File: config.mk
export PLATFORM = sky130hd
export DESIGN_NAME = icache_refill_ctrl_flat
export DESIGN_NICKNAME = d
export VERILOG_FILES = /design/src/rtl/icache_refill_if.sv /design/src/rtl/icache_refill_ctrl.sv /design/src/flat_wrapper.sv
export SDC_FILE = /design/constraint.sdc
export NUM_CORES = 1
export LEC_CHECK = 0
export ABC_AREA = 0
export CORE_ASPECT_RATIO = 0.9
export CORE_MARGIN = 1
export CORE_UTILIZATION = 39
export CTS_CLUSTER_DIAMETER = 60
export DETAILED_ROUTE_END_ITERATION = 12
export PLACE_DENSITY_LB_ADDON = 0.12
export SLEW_MARGIN = 5
export SYNTH_ARGS = -nofsm -noshare
export SYNTH_HDL_FRONTEND = slang
export SYNTH_SLANG_ARGS = --single-unit
File: constraint.sdc
create_clock -name clk -period 2.8 [get_ports clk]
set_input_delay 0.28 -clock clk [delete_from_list [all_inputs] [get_ports clk]]
set_output_delay 0.28 -clock clk [all_outputs]
set_load 0.05 [all_outputs]
File: src/rtl/icache_refill_if.sv
// I-cache refill bus bundle: fetch request, main memory port,
// and the line-buffer write stream with status outputs.
interface icache_refill_if #(
  parameter int LINE_WORDS = 4,
  parameter int CNT_W      = 16
);
  localparam int IW = $clog2(LINE_WORDS);

  logic [31:0]      pc;
  logic             miss_cache;
  logic [31:0]      mem_addr;
  logic [31:0]      mem_rdata;
  logic             refill_we;
  logic [IW-1:0]    refill_idx;
  logic [31:0]      refill_data;
  logic [31:0]      refill_base;
  logic             refill_done;
  logic             stall;
  logic [CNT_W-1:0] refill_count;

  modport slave (
    input  pc,
    input  miss_cache,
    input  mem_rdata,
    output mem_addr,
    output refill_we,
    output refill_idx,
    output refill_data,
    output refill_base,
    output refill_done,
    output stall,
    output refill_count
  );

  modport master (
    output pc,
    output miss_cache,
    output mem_rdata,
    input  mem_addr,
    input  refill_we,
    input  refill_idx,
    input  refill_data,
    input  refill_base,
    input  refill_done,
    input  stall,
    input  refill_count
  );
endinterface

File: src/rtl/icache_refill_ctrl.sv
// I-cache miss refill sequencer: latches the line base, reads
// LINE_WORDS words from main memory and streams them to the line buffer.
module icache_refill_ctrl #(
  parameter int LINE_WORDS  = 4,
  parameter int MEM_LATENCY = 1,
  parameter int CNT_W       = 16
) (
  input  logic            clk,
  input  logic            reset,
  icache_refill_if.slave  bus
);
  localparam int IW = $clog2(LINE_WORDS);
  localparam int WW = (MEM_LATENCY > 1) ? $clog2(MEM_LATENCY) : 1;

  localparam logic [WW-1:0] LAT_LAST  = WW'(MEM_LATENCY - 1);
  localparam logic [IW-1:0] WORD_LAST = IW'(LINE_WORDS - 1);
  localparam logic [31:0]   LINE_MASK = ~(32'(4 * LINE_WORDS) - 32'd1);

  typedef enum logic [1:0] {
    S_IDLE,
    S_FETCH,
    S_DONE
  } state_t;

  state_t           r_state;
  state_t           w_next;
  logic [IW-1:0]    r_word;
  logic [WW-1:0]    r_wait;
  logic [31:0]      r_base;
  logic             r_we;
  logic [IW-1:0]    r_idx;
  logic [31:0]      r_data;
  logic             r_done;
  logic [CNT_W-1:0] r_count;

  logic             w_capture;
  logic             w_last;
  logic [31:0]      w_mem_addr;

  assign w_capture = (r_state == S_FETCH) && (r_wait == LAT_LAST);
  assign w_last    = w_capture && (r_word == WORD_LAST);

  // State register
  always_ff @(posedge clk) begin
    if (reset) begin
      r_state <= S_IDLE;
    end else begin
      r_state <= w_next;
    end
  end

  // Next-state decode
  always_comb begin
    w_next = r_state;
    unique case (r_state)
      S_IDLE:  if (bus.miss_cache) w_next = S_FETCH;
      S_FETCH: if (w_last) w_next = S_DONE;
      S_DONE:  w_next = S_IDLE;
      default: w_next = S_IDLE;
    endcase
  end

  // Memory address: pass pc while idle, walk the line while refilling
  always_comb begin
    w_mem_addr = bus.pc;
    unique case (r_state)
      S_IDLE:  w_mem_addr = bus.pc;
      S_FETCH: w_mem_addr = r_base + (32'(r_word) << 2);
      S_DONE:  w_mem_addr = r_base;
      default: w_mem_addr = bus.pc;
    endcase
  end

  // Refill datapath: line latch, word/wait counters, write strobe, stats
  always_ff @(posedge clk) begin
    if (reset) begin
      r_word  <= '0;
      r_wait  <= '0;
      r_base  <= '0;
      r_we    <= 1'b0;
      r_idx   <= '0;
      r_data  <= '0;
      r_done  <= 1'b0;
      r_count <= '0;
    end else begin
      r_we   <= 1'b0;
      r_done <= 1'b0;
      unique case (r_state)
        S_IDLE: begin
          if (bus.miss_cache) begin
            r_base <= bus.pc & LINE_MASK;
            r_word <= '0;
            r_wait <= '0;
          end
        end
        S_FETCH: begin
          if (w_capture) begin
            r_data <= bus.mem_rdata;
            r_idx  <= r_word;
            r_we   <= 1'b1;
            r_wait <= '0;
            r_word <= r_word + IW'(1);
            r_done <= (r_word == WORD_LAST);
          end else begin
            r_wait <= r_wait + WW'(1);
          end
        end
        S_DONE: begin
          if (r_count != '1) r_count <= r_count + CNT_W'(1);
        end
        default: begin
        end
      endcase
    end
  end

  assign bus.mem_addr     = w_mem_addr;
  assign bus.refill_we    = r_we;
  assign bus.refill_idx   = r_idx;
  assign bus.refill_data  = r_data;
  assign bus.refill_base  = r_base;
  assign bus.refill_done  = r_done;
  assign bus.stall        = bus.miss_cache | (r_state != S_IDLE);
  assign bus.refill_count = r_count;
endmodule

File: src/flat_wrapper.sv
// flat-port wrapper written by rule: the top's interface ports become plain ports
module icache_refill_ctrl_flat 
#(
  parameter int LINE_WORDS  = 4,
  parameter int MEM_LATENCY = 1,
  parameter int CNT_W       = 16
)
  (clk, reset, bus_pc, bus_miss_cache, bus_mem_rdata, bus_mem_addr, bus_refill_we, bus_refill_idx, bus_refill_data, bus_refill_base, bus_refill_done, bus_stall, bus_refill_count);
  icache_refill_if #(.LINE_WORDS(LINE_WORDS), .CNT_W(CNT_W)) bus_i ();
  input  logic clk;
  input  logic reset;
  input wire logic [$bits(bus_i.pc)-1:0] bus_pc;
  input wire logic [$bits(bus_i.miss_cache)-1:0] bus_miss_cache;
  input wire logic [$bits(bus_i.mem_rdata)-1:0] bus_mem_rdata;
  output wire logic [$bits(bus_i.mem_addr)-1:0] bus_mem_addr;
  output wire logic [$bits(bus_i.refill_we)-1:0] bus_refill_we;
  output wire logic [$bits(bus_i.refill_idx)-1:0] bus_refill_idx;
  output wire logic [$bits(bus_i.refill_data)-1:0] bus_refill_data;
  output wire logic [$bits(bus_i.refill_base)-1:0] bus_refill_base;
  output wire logic [$bits(bus_i.refill_done)-1:0] bus_refill_done;
  output wire logic [$bits(bus_i.stall)-1:0] bus_stall;
  output wire logic [$bits(bus_i.refill_count)-1:0] bus_refill_count;
  assign bus_i.pc = bus_pc;
  assign bus_i.miss_cache = bus_miss_cache;
  assign bus_i.mem_rdata = bus_mem_rdata;
  assign bus_mem_addr = bus_i.mem_addr;
  assign bus_refill_we = bus_i.refill_we;
  assign bus_refill_idx = bus_i.refill_idx;
  assign bus_refill_data = bus_i.refill_data;
  assign bus_refill_base = bus_i.refill_base;
  assign bus_refill_done = bus_i.refill_done;
  assign bus_stall = bus_i.stall;
  assign bus_refill_count = bus_i.refill_count;
  icache_refill_ctrl #(.LINE_WORDS(LINE_WORDS), .MEM_LATENCY(MEM_LATENCY), .CNT_W(CNT_W)) u_core (.clk(clk), .reset(reset), .bus(bus_i));
endmodule
==> impl_results.md <==
* Status: finished, final reports clean
* Final GP Congestion at slightly above 0.8
* Die area at roughly 10000 um2
* Reg2reg start: u_core.r_state[0]
* I/O Pins at 184
* CTS tree: built
* RSZ-0062 raised after global routing: false
* DRT Pass-1 Iters at 4
* Post_cts resized at 0
* Initial Util at 0.4060
* Fmax at between 300 and 400 MHz
* Synth Flop Type: dfxtp_1
* Vias per std cell at approximately 5
* CP Launch Type: register
* Clock buffer depth at 2
* Setup repair bufs after CTS at 0
* Synth unique cells at 39
* Clock latency on the worst-skew pair at about 0.35 ns
* Synth top area share at 0.4552
* Clock Skew at roughly 0.010 ns
* Hold Path End: u_core.bus.refill_count[1]
* Vias post-DR at between 3k and 4k
* Final WL at around 11 mm
* Number of global-route vias before repair at between 3k and 4k
* Worst reg-to-reg setup slack at around 0.87 ns
* FF+latch count, synth at 85
* # setup viols final at 0
* Setup slack after placement at roughly 0.64 ns
* WS Path Type: reg2out
* Max Cap Violations at 0
* Mapped Area at about 3700 um2
* Hold Fails Final Rpt at 0
* Worst reg-to-reg path cell count at 5
* Global-route wire length before repair at roughly 17 mm
* Synth top area cells: dfxtp_1, nand2_1, a21oi_1, inv_1, o21ai_1
* Layout area overhead at 64.69%
* CTS clk-pin slew, worst paths at 0.08 ns
* Worst-Margin Slew at approximately 1.0 ns
* DRC errors left at 0
* Post-synthesis sequential area ratio at 0.4552
* Synth area leader: dfxtp_1
* Async SR Flop Fraction at 0
* Total gr overflow at 0
* Fin. max-slew vios at 0
* Most frequent cell after synthesis: nand2_1
* Arrival @ worst endpoint at around 2.2 ns
* Multi-input logic area at ~1800 um2
* Number of synthesized flops with an enable pin at 0
* CTS root buffer: clkbuf_8
* Starting DRT DRC Count at about 170
* Setup_tns at 0 ns
* Post-CTS Hold Buffers at 0
* Total Routing Usage GR at 0.2175
* Setup slack after layout at 0.2818 ns
* Layout Utilization at 0.6687
* Largest net degree at the start of global routing at between 50 and 60
* Number of buffers created by CTS at 9
* CP Max Fanout at 9
* Final Cycle Share at 0.8993
* Share of layout cells above drive strength 1 at 0.08382
* Die Ht at between 90 and 100 um
* Yosys warning count at 0
* Power density over cell area at between 1000 and 1500 nW/um2
* Headroom to the max-slew limit at 0.3092
* Hold depth at 2
* Htree depth at 3
* Port bufs at around 180
* Wire per inst at approximately 14 um
* Syn_area_per_cell at approximately 7.3 um2
* Initial antenna violation count at 0
* Top cells by count, synth: nand2_1, dfxtp_1, a21oi_1
* DIE WIDTH at 105.2 um
* Post-DP HPWL at a little under 8 mm
* Critical path endpoint category: primary output
* Hold Path Class: in2reg
* Post-Synthesis Cells at around 500
* Leak at 0.002360 uW
* FILL cells at 772
* Worst hold margin at between 0.3 and 0.4 ns
* Max rail drop VDD at ~0.76 mV
* CP Data Required Time at roughly 2.5 ns
* Routed Antenna Nets at 0
* Fin nets at 749
* Sequential Area at roughly 1700 um2
* Row count at 33
* Hold path startpoint: reset
* Worst R2R End: u_core.bus.refill_base[13]
* Core area at 9208 um2
* Min Clock Period, post-route at approximately 2.5 ns
* # clock sinks at 85
* N_diodes at 0
## cells in the final DEF, fill, tap and decap left out, types with 2 or more instances in the layout
cell type	n
nor4_1	2
and2_1	4
o41ai_1	3
nor2b_1	4
nand3_1	7
o31ai_1	2
and4_1	2
nor2_1	12
nand4_2	2
dfxtp_1	85
o21bai_1	2
a21oi_1	72
clkbuf_8	10
conb_1	4
clkinv_4	2
o21ai_1	20
buf_4	6
buf_12	31
ha_1	7
mux2i_1	4
or4_1	4
inv_1	35
nand2_1	161
nor3_1	4
a31oi_1	3
xor2_1	2
bufinv_16	3
or3_1	3
nand4_1	4
clkdlybuf4s50_1	148
o21ai_0	17
nand2b_1	3
## worst max path at each step
stage          cells past startpoint  slack (ns)               from                to
3_5_place_dp                       4        0.64  u_core.r_state[0]   bus_mem_addr[0]
2_1_floorplan                      4        0.39  u_core.r_state[0]  bus_mem_addr[11]
6_report                           4        0.28  u_core.r_state[0]   bus_mem_addr[1]
4_1_cts                            4        0.26  u_core.r_state[0]   bus_mem_addr[0]
3_3_place_gp                       4        0.70  u_core.r_state[0]   bus_mem_addr[0]
5_1_grt                            7        0.14  u_core.r_state[0]  bus_mem_addr[14]
## report_power, final
| group | switching, uW | internal [uW] |
|---|---|---|
| sequential | 129 | 1410 |
| clock | 434 | 621 |
| combinational | 2440 | 1430 |
## critical path: stages (launching register included)
cell and delay [ns]:
dfxtp_1 0.38, inv_1 0.10, ha_1 0.44, nor2b_1 0.16, clkdlybuf4s50_1 0.82
## metrics by stage
| step | total power, uW | instances | area (um2) |
|---|---|---|---|
| after floorplan | 3799 | 513 | 3750 |
| final | 6467 | 802 | 6157 |
| after detailed placement | 5457 | 786 | 5908 |
| after global routing | 6772 | 802 | 6157 |
| after global placement | 5414 | 786 | 5908 |
| after CTS | 6533 | 802 | 6157 |
## area by class of cell
type	instances	share of cell area
Timing Repair Buffer	186	0.3495
Multi-Input combinational cell	358	0.2875
Sequential cell	85	0.2764
Tap cell	122	0.02479
Clock buffer	11	0.02296
Inverter	35	0.02134
Clock inverter	5	0.01748
## sequential cells by signal (all words and copies together), names as in the netlist
signal and flops:
u_core.bus.refill_base 28, u_core.r_state 2, u_core.bus.refill_count 16, u_core.bus.refill_done 1
u_core.bus.refill_we 1, u_core.r_word 2, u_core.bus.refill_idx 2, u_core.r_wait 1
u_core.bus.refill_data 32
## kinds of logic after synthesis
| group | after synthesis | synth area share |
|---|---|---|
| AND/OR/NAND/NOR | 217 | 0.2513 |
| AO/OA/AOI/OAI | 124 | 0.1787 |
| flip-flops | 85 | 0.4552 |
| buffers and inverters | 70 | 0.07497 |
| adder cells (fa/ha/maj) | 7 | 0.02343 |
| multiplexers | 4 | 0.01071 |
| XOR/XNOR | 2 | 0.004686 |
| other | 1 | 0.001003 |
## metal layers
metal / part of all wire / track usage / vias up
li1: - / - / 1990
met1: 0.41 / 0.2436 / 1805
met2: 0.49 / 0.3739 / 109
met3: 0.084 / 0.09041 / 14
met4: 0.016 / 0.07629 / 0
met5: 0 / 0 / -
Note: power is estimated with default switching activity, not from simulation.
